$ cat config.mk
export PLATFORM = sky130hd
export DESIGN_NAME = uart_cmd_engine
export DESIGN_NICKNAME = d
export VERILOG_FILES = /design/src/rtl/uart_cmd_engine.sv
export SDC_FILE = /design/constraint.sdc
export NUM_CORES = 1
export LEC_CHECK = 0
export ABC_CLOCK_PERIOD_IN_PS = 2950
export CORE_UTILIZATION = 40
export DETAILED_ROUTE_END_ITERATION = 8
export MAX_ROUTING_LAYER = met4
export PLACE_DENSITY = 0.6
export SYNTH_ARGS = -nofsm -noshare
export SYNTH_HDL_FRONTEND = slang
export SYNTH_SLANG_ARGS = --single-unit
export TNS_END_PERCENT = 50
$ cat constraint.sdc
create_clock -name clock_i -period 2.95 [get_ports clock_i]
set_clock_uncertainty 0.05 [all_clocks]
set_input_delay 0.59 -clock clock_i [delete_from_list [all_inputs] [get_ports clock_i]]
set_output_delay 0.59 -clock clock_i [all_outputs]
set_load 0.03 [all_outputs]
$ cat src/rtl/uart_cmd_engine.sv
// uart_cmd_engine
// ---------------------------------------------------------------------------
// Host command engine between the UART RX/TX byte cores and the APU/audio
// subsystems. Parses framed commands byte by byte, pulses subsystem resets,
// streams bursts into / out of APU RAM and answers each frame with a status
// byte (followed by read data or the version byte where applicable).
//
// Commands: 0x01 AUDIO_RESET, 0x22 APU_RESET, 0x10 WRITE_RAM, 0x11 READ_RAM,
//           0x30 PING. Status: 0x00 ok, 0xFE timeout, 0xFF unknown command,
//           0xFC checksum mismatch (checksum build only).
//
// Optional feature: define UART_CMD_CHECKSUM_EN to require a trailing XOR
// checksum byte on WRITE_RAM frames.
//
// Ports:
//   clock_i        system clock
//   reset_n_i      asynchronous active-low reset
//   rx_byte_i      received byte, qualified by rx_valid_i (1-cycle strobe)
//   tx_idle_i      TX core ready for a byte
//   tx_byte_o      byte to send, qualified by tx_valid_o (1-cycle strobe)
//   apu_reset_o    APU reset pulse (PULSE_CYCLES clocks)
//   audio_reset_o  audio reset pulse (PULSE_CYCLES clocks)
//   ram_address_o  RAM address (8*ADDR_BYTES bits)
//   ram_wdata_o    RAM write data, qualified by ram_we_o (1-cycle strobe)
//   ram_re_o       RAM read strobe; ram_rdata_i valid RAM_READ_LATENCY later
//   busy_o         high whenever the engine is not idle
// ---------------------------------------------------------------------------
module uart_cmd_engine #(
  parameter int ADDR_BYTES       = 2,
  parameter int LEN_BYTES        = 1,
  parameter int TIMEOUT_CYCLES   = 480,
  parameter int PULSE_CYCLES     = 512,
  parameter int RAM_READ_LATENCY = 1,
  parameter int TX_GUARD         = 2
) (
  input  logic                    clock_i,
  input  logic                    reset_n_i,
  input  logic [7:0]              rx_byte_i,
  input  logic                    rx_valid_i,
  input  logic                    tx_idle_i,
  output logic [7:0]              tx_byte_o,
  output logic                    tx_valid_o,
  output logic                    apu_reset_o,
  output logic                    audio_reset_o,
  output logic [8*ADDR_BYTES-1:0] ram_address_o,
  output logic [7:0]              ram_wdata_o,
  output logic                    ram_we_o,
  output logic                    ram_re_o,
  input  logic [7:0]              ram_rdata_i,
  output logic                    busy_o
);

  localparam int AW        = 8 * ADDR_BYTES;
  localparam int LW        = 8 * LEN_BYTES;
  localparam int HDR_BYTES = ADDR_BYTES + LEN_BYTES;
  localparam int TOW       = $clog2(TIMEOUT_CYCLES + 1);
  localparam int PCW       = $clog2(PULSE_CYCLES + 1);
  localparam int LTW       = $clog2(RAM_READ_LATENCY + 1);
  localparam int GW        = (TX_GUARD > 0) ? $clog2(TX_GUARD + 1) : 1;

  localparam logic [7:0] CMD_AUDIO_RESET = 8'h01;
  localparam logic [7:0] CMD_APU_RESET   = 8'h22;
  localparam logic [7:0] CMD_WRITE_RAM   = 8'h10;
  localparam logic [7:0] CMD_READ_RAM    = 8'h11;
  localparam logic [7:0] CMD_PING        = 8'h30;

  localparam logic [7:0] ST_OK       = 8'h00;
  localparam logic [7:0] ST_TIMEOUT  = 8'hFE;
  localparam logic [7:0] ST_UNKNOWN  = 8'hFF;
  localparam logic [7:0] VERSION     = 8'hA5;

  typedef enum logic [3:0] {
    S_IDLE, S_HDR, S_WRITE, S_CKSUM, S_READ_ISSUE, S_READ_WAIT,
    S_READ_SEND, S_PULSE, S_REPLY, S_DRAIN
  } state_e;

  // What follows once the reply byte in S_REPLY has been handed to TX.
  typedef enum logic [1:0] {POST_DRAIN, POST_READ, POST_VERSION} post_e;

  state_e          state_q;
  post_e           post_q;
  logic [7:0]      cmd_q;
  logic [AW-1:0]   addr_q;
  logic [LW-1:0]   len_q;
  logic [LW-1:0]   rem_q;        // bytes left after the current one
  logic [2:0]      hdr_cnt_q;
  logic [TOW-1:0]  to_cnt_q;
  logic [PCW-1:0]  pulse_cnt_q;
  logic [LTW-1:0]  lat_cnt_q;
  logic [GW-1:0]   guard_q;
  logic [7:0]      reply_q;
  logic [7:0]      rdata_q;
`ifdef UART_CMD_CHECKSUM_EN
  logic [7:0]      cks_q;
`endif

  logic [7:0]      tx_byte_q;
  logic            tx_valid_q;
  logic            apu_reset_q;
  logic            audio_reset_q;
  logic [AW-1:0]   ram_address_q;
  logic [7:0]      ram_wdata_q;
  logic            ram_we_q;
  logic            ram_re_q;
  logic            busy_q;

  // Header fields are shifted in MSB first.
  logic [AW-1:0]   addr_shift_d;
  logic [LW-1:0]   len_shift_d;
  logic            in_frame_d;
  logic            to_expired_d;
  logic            send_d;
  logic [7:0]      tx_data_d;

  always_comb begin
    addr_shift_d = (addr_q << 8) | AW'(rx_byte_i);
    len_shift_d  = (len_q << 8) | LW'(rx_byte_i);
    in_frame_d   = (state_q == S_HDR) || (state_q == S_WRITE) || (state_q == S_CKSUM);
    to_expired_d = (to_cnt_q == TOW'(TIMEOUT_CYCLES - 1));
    // A byte may go out only once the TX core is idle and the guard window
    // after the previous strobe (TX core idle-flag latency) has passed.
    send_d       = tx_idle_i && (guard_q == '0) && !tx_valid_q &&
                   ((state_q == S_REPLY) || (state_q == S_READ_SEND));
    tx_data_d    = (state_q == S_REPLY) ? reply_q : rdata_q;
  end

  always_ff @(posedge clock_i or negedge reset_n_i) begin
    if (!reset_n_i) begin
      state_q       <= S_IDLE;
      post_q        <= POST_DRAIN;
      cmd_q         <= '0;
      addr_q        <= '0;
      len_q         <= '0;
      rem_q         <= '0;
      hdr_cnt_q     <= '0;
      to_cnt_q      <= '0;
      pulse_cnt_q   <= '0;
      lat_cnt_q     <= '0;
      guard_q       <= '0;
      reply_q       <= '0;
      rdata_q       <= '0;
`ifdef UART_CMD_CHECKSUM_EN
      cks_q         <= '0;
`endif
      tx_byte_q     <= '0;
      tx_valid_q    <= 1'b0;
      apu_reset_q   <= 1'b0;
      audio_reset_q <= 1'b0;
      ram_address_q <= '0;
      ram_wdata_q   <= '0;
      ram_we_q      <= 1'b0;
      ram_re_q      <= 1'b0;
      busy_q        <= 1'b0;
    end else begin
      // Strobes default low; TX handshake is shared by REPLY and READ_SEND.
      ram_we_q   <= 1'b0;
      ram_re_q   <= 1'b0;
      tx_valid_q <= send_d;
      if (send_d) begin
        tx_byte_q <= tx_data_d;
        guard_q   <= GW'(TX_GUARD);
      end else if (guard_q != '0) begin
        guard_q <= guard_q - 1'b1;
      end

      // Inter-byte timeout only runs inside a host frame.
      if (in_frame_d && !rx_valid_i) to_cnt_q <= to_cnt_q + 1'b1;
      else                           to_cnt_q <= '0;

      unique case (state_q)
        S_IDLE: begin
          if (rx_valid_i) begin
            cmd_q     <= rx_byte_i;
            busy_q    <= 1'b1;
            hdr_cnt_q <= '0;
            post_q    <= POST_DRAIN;
`ifdef UART_CMD_CHECKSUM_EN
            cks_q     <= rx_byte_i;
`endif
            case (rx_byte_i)
              CMD_AUDIO_RESET: begin
                audio_reset_q <= 1'b1;
                pulse_cnt_q   <= '0;
                state_q       <= S_PULSE;
              end
              CMD_APU_RESET: begin
                apu_reset_q <= 1'b1;
                pulse_cnt_q <= '0;
                state_q     <= S_PULSE;
              end
              CMD_WRITE_RAM, CMD_READ_RAM: state_q <= S_HDR;
              CMD_PING: begin
                reply_q <= ST_OK;
                post_q  <= POST_VERSION;
                state_q <= S_REPLY;
              end
              default: begin
                reply_q <= ST_UNKNOWN;
                state_q <= S_REPLY;
              end
            endcase
          end
        end

        S_HDR: begin
          if (rx_valid_i) begin
`ifdef UART_CMD_CHECKSUM_EN
            cks_q <= cks_q ^ rx_byte_i;
`endif
            hdr_cnt_q <= hdr_cnt_q + 1'b1;
            if (hdr_cnt_q < 3'(ADDR_BYTES)) addr_q <= addr_shift_d;
            else                            len_q  <= len_shift_d;
            // The final header byte is always the low length byte.
            if (hdr_cnt_q == 3'(HDR_BYTES - 1)) begin
              rem_q <= len_shift_d;
              if (cmd_q == CMD_WRITE_RAM) begin
                state_q <= S_WRITE;
              end else begin
                reply_q <= ST_OK;
                post_q  <= POST_READ;
                state_q <= S_REPLY;
              end
            end
          end else if (to_expired_d) begin
            reply_q <= ST_TIMEOUT;
            state_q <= S_REPLY;
          end
        end

        S_WRITE: begin
          if (rx_valid_i) begin
            ram_we_q      <= 1'b1;
            ram_wdata_q   <= rx_byte_i;
            ram_address_q <= addr_q;
            addr_q        <= addr_q + 1'b1;
`ifdef UART_CMD_CHECKSUM_EN
            cks_q         <= cks_q ^ rx_byte_i;
`endif
            if (rem_q == '0) begin
`ifdef UART_CMD_CHECKSUM_EN
              state_q <= S_CKSUM;
`else
              reply_q <= ST_OK;
              state_q <= S_REPLY;
`endif
            end else begin
              rem_q <= rem_q - 1'b1;
            end
          end else if (to_expired_d) begin
            reply_q <= ST_TIMEOUT;
            state_q <= S_REPLY;
          end
        end

`ifdef UART_CMD_CHECKSUM_EN
        S_CKSUM: begin
          if (rx_valid_i) begin
            reply_q <= (rx_byte_i == cks_q) ? ST_OK : 8'hFC;
            state_q <= S_REPLY;
          end else if (to_expired_d) begin
            reply_q <= ST_TIMEOUT;
            state_q <= S_REPLY;
          end
        end
`endif

        S_PULSE: begin
          if (pulse_cnt_q == PCW'(PULSE_CYCLES - 1)) begin
            apu_reset_q   <= 1'b0;
            audio_reset_q <= 1'b0;
            reply_q       <= ST_OK;
            state_q       <= S_REPLY;
          end else begin
            pulse_cnt_q <= pulse_cnt_q + 1'b1;
          end
        end

        S_REPLY: begin
          if (send_d) begin
            case (post_q)
              POST_READ:    state_q <= S_READ_ISSUE;
              POST_VERSION: begin
                reply_q <= VERSION;
                post_q  <= POST_DRAIN;
              end
              default:      state_q <= S_DRAIN;
            endcase
          end
        end

        S_READ_ISSUE: begin
          ram_re_q      <= 1'b1;
          ram_address_q <= addr_q;
          addr_q        <= addr_q + 1'b1;
          lat_cnt_q     <= '0;
          state_q       <= S_READ_WAIT;
        end

        // ram_re_q is visible one clock after issue, so data is sampled
        // RAM_READ_LATENCY+1 edges after the issue edge.
        S_READ_WAIT: begin
          if (lat_cnt_q == LTW'(RAM_READ_LATENCY)) begin
            rdata_q <= ram_rdata_i;
            state_q <= S_READ_SEND;
          end else begin
            lat_cnt_q <= lat_cnt_q + 1'b1;
          end
        end

        S_READ_SEND: begin
          if (send_d) begin
            if (rem_q == '0) begin
              state_q <= S_DRAIN;
            end else begin
              rem_q   <= rem_q - 1'b1;
              state_q <= S_READ_ISSUE;
            end
          end
        end

        S_DRAIN: begin
          ram_address_q <= '0;
          busy_q        <= 1'b0;
          state_q       <= S_IDLE;
        end

        default: state_q <= S_IDLE;
      endcase
    end
  end

  assign tx_byte_o     = tx_byte_q;
  assign tx_valid_o    = tx_valid_q;
  assign apu_reset_o   = apu_reset_q;
  assign audio_reset_o = audio_reset_q;
  assign ram_address_o = ram_address_q;
  assign ram_wdata_o   = ram_wdata_q;
  assign ram_we_o      = ram_we_q;
  assign ram_re_o      = ram_re_q;
  assign busy_o        = busy_q;

endmodule
==> impl_metrics.env <==
export IMPL_crit_type="input port to flop"
export IMPL_tightestPinTransition_ns=0.7510
export IMPL_synth_cells=601
export IMPL_finalPower_uw=6654
export IMPL_cts_setup_buffers=0
export IMPL_yosysUniqueCellTypes=78
export IMPL_run_status="finished, final reports clean"
export IMPL_synth_commonest_cells="112 x dfrtp_1, 62 x nor2_1, 53 x nand2_1, 46 x a21oi_1, 39 x o21ai_0"
export IMPL_yosysSeqAreaShare=0.4737
export IMPL_hp_class="input port to async pin"
export IMPL_grt_pass1_vias=4652
export IMPL_hpwl_mm=10.26
export IMPL_clk_latency_ns=0.36
export IMPL_fin_tns_setup_ns=0
export IMPL_synth_top_flop_cell="dfrtp_1"
export IMPL_critical_path_slowest_cell="clkdlybuf4s50_1"
export IMPL_synth_edf_count=0
export IMPL_power_frac_comb=0.437
export IMPL_gr_total_overflow=0
export IMPL_synth_compound_area_frac=0.1567
export IMPL_post_cts_resized=0
export IMPL_cts_max_path_buffers=2
export IMPL_cts_root_buf="clkbuf_16"
export IMPL_clock_sinks=112
export IMPL_routed_wl_mm=14.11
export IMPL_cts_hold_buf=0
export IMPL_cts_buffers=9
export IMPL_grt_pass1_wl_mm=23.72
export IMPL_final_setup_worst_slack_ns=0.5320
export IMPL_gp_congestion=0.8761
export IMPL_finalSetupViolCount=0
export IMPL_postSynthAreaPerCell_um2=9.845
export IMPL_synth_area_um2=5917
export IMPL_grt_max_degree=51
export IMPL_startpoint_type="input port"
export IMPL_track_usage=0.2078
export IMPL_die_area_um2=15280
export IMPL_finalCriticalPeriod_ns=2.418
export IMPL_dieWidth_um=123.6
export IMPL_r2r_slack_ns=0.55
export IMPL_timing_max_cap_violations=0
export IMPL_period_share=0.8197
export IMPL_vdd_ir_drop_max_uv=465.1
export IMPL_dp_slack_ns=0.1932
export IMPL_drive_above_1_share=0.1439
export IMPL_antenna_found_initial=0
export IMPL_synth_yosys_warnings=0
export IMPL_synth_seq_cells=112
export IMPL_synth_mux_area_frac=0.09199
export IMPL_synth_nets=629
export IMPL_port_buffers=57
export IMPL_cellLeakagePower_uw=0.003085
export IMPL_power_density_nw_per_um2=937.4
export IMPL_drcViolationCount=0
export IMPL_drtIter0Drc=283
export IMPL_p_int_uw=3924
export IMPL_power_frac_clock=0.181
export IMPL_syn_to_final_growth_pct=19.96
export IMPL_endpoint_kind="flop"
export IMPL_timing_hold_ws_ns=0.2073
export IMPL_fmax_mhz=413.6
export IMPL_synth_top_area_frac=0.4737
export IMPL_drt_pass1_iter_count=4
export IMPL_row_count=44
export IMPL_vias_per_cell=5.604
export IMPL_cts_tree="built"
export IMPL_hold_viol=0
export IMPL_p_switching_uw=2729
export IMPL_swShare=0.4102
export IMPL_initial_utilization=0.4087
export IMPL_synth_most_common_cell="dfrtp_1"
export IMPL_rsz0062_at_grt="false"
export IMPL_relSlewSlack=0.4947
export IMPL_seqPwrFrac=0.382
export IMPL_num_vias=4808
export IMPL_die_y_um=123.6
export IMPL_num_nets_final=697
export IMPL_core_area_um2=14480
export IMPL_maxSlewViolCount=0
export IMPL_async_reset_ff_frac=1.000
export IMPL_arrival_ns=2.61
export IMPL_worstPathCellList="clkdlybuf4s50_1 -> nor3_1 -> a32oi_1 -> o221ai_2 -> nor4_4 -> mux2_2"
export IMPL_yosys_area_share_simple=0.2019
export IMPL_yosys_area_share_adder=0.01861
export IMPL_boundaryPins=58
export IMPL_required_ns=3.14
export IMPL_synth_top_family_by_area="simple AND/OR/NAND/NOR gates"
export IMPL_path_clk_slew_ns=0.07
export IMPL_ant_nets=0
export IMPL_htreeDepth=3
export IMPL_synth_area_top_cells="dfrtp_1 47%, mux2_2 5.5%, nor2_1 3.9%"
export IMPL_crit_fanout=10
export IMPL_synth_top_area_cell="dfrtp_1"
export IMPL_max_stage_delay_ns=0.67
export IMPL_synth_xor_area_frac=0.02072
export IMPL_wl_per_cell_um=16.44
export IMPL_num_antenna_cells=0
[power by group through the flow]
stage,Clock (uW),Sequential [uW],Combinational [uW]
finish,1200,2540,2910
global route,1310,2630,3200
CTS,1250,2540,2910
detailed placement,0,2560,2900
global placement,0,2550,2850
floorplan,0,2660,1850
[sequential cells by signal (all words and copies together) (netlist names), 3 cells and up]
register / count
reply_q: 3
rem_q: 8
state_q: 4
ram_address_o: 16
pulse_cnt_q: 10
tx_byte_o: 8
addr_q: 16
ram_wdata_o: 8
hdr_cnt_q: 3
to_cnt_q: 9
cmd_q: 8
rdata_q: 8
[worst paths after layout]
check	start	to	cells after the start
hold reg to reg	tx_byte_o[4]	tx_byte_o[4]	2
setup / recovery	rx_valid_i	reply_q[0]	6
max in group asynchronous	reset_n_i	ram_address_o[8]	2
min in group clock_i	tx_byte_o[4]	tx_byte_o[4]	2
hold / removal	reset_n_i	tx_byte_o[3]	1
setup reg to reg	state_q[2]	reply_q[0]	6
[stage by stage]
| stage | utilization | std cells | area (um2) |
|---|---|---|---|
| 2_1_floorplan | - | 601 | 5917 |
| 3_3_place_gp | 0.4698 | 842 | 6803 |
| 3_5_place_dp | 0.4698 | 842 | 6803 |
| 4_1_cts | 0.4902 | 858 | 7098 |
| 5_1_grt | 0.4902 | 858 | 7098 |
| 6_report | 0.4902 | 858 | 7098 |
[critical path, delay by kind of cell]
| family | cells | cell delay (ns) |
|---|---|---|
| AO/OA/AOI/OAI | 2 | 0.50 |
| buffers and inverters | 1 | 0.67 |
| AND/OR/NAND/NOR | 2 | 0.48 |
| multiplexers | 1 | 0.37 |
[layout make-up]
class	count	area, um2
clock buffers	9	225.2
clock inverters	7	70.07
fillers	1357	7381
inverters	14	52.55
multi-input cells	445	2899
flip-flops and latches	112	2803
well taps	184	230.2
repair buffers	87	818.3
[cells by family (layout without fill, tap and decap cells)]
| logic type | Yosys count | in the layout |
|---|---|---|
| AND/OR/NAND/NOR | 225 | 225 |
| AO/OA/AOI/OAI | 147 | 147 |
| flip-flops | 112 | 112 |
| multiplexers | 50 | 50 |
| buffers and inverters | 44 | 117 |
| XOR/XNOR | 14 | 14 |
| adder cells (fa/ha/maj) | 9 | 9 |
[per-layer routing]
layer,GRT usage,wire [um],up-vias
met2,0.3229,6735,131
met1,0.2737,6516,2349
met3,0.04167,640,16
li1,-,-,2312
met4,0.06325,215,0
met5,-,0,-
[cell usage in the layout, fill, tap and decap left out, drive strengths merged, types with 6 or more instances in the layout]
cell | netlist | layout
a211oi | 6 | 6
a21oi | 48 | 48
and3 | 6 | 6
buf | 18 | 31
clkbuf | 12 | 9
clkdlybuf4s50 | 0 | 56
dfrtp | 112 | 112
ha | 8 | 8
inv | 14 | 18
mux2 | 32 | 32
mux2i | 18 | 18
nand2 | 54 | 54
nand2b | 8 | 8
nand3 | 20 | 20
nand4 | 8 | 8
nor2 | 63 | 63
nor3 | 13 | 13
nor4 | 8 | 8
nor4b | 6 | 6
o211ai | 6 | 6
o21ai | 47 | 47
xnor2 | 7 | 7
xor2 | 7 | 7
(Power assumes the default switching activity.)
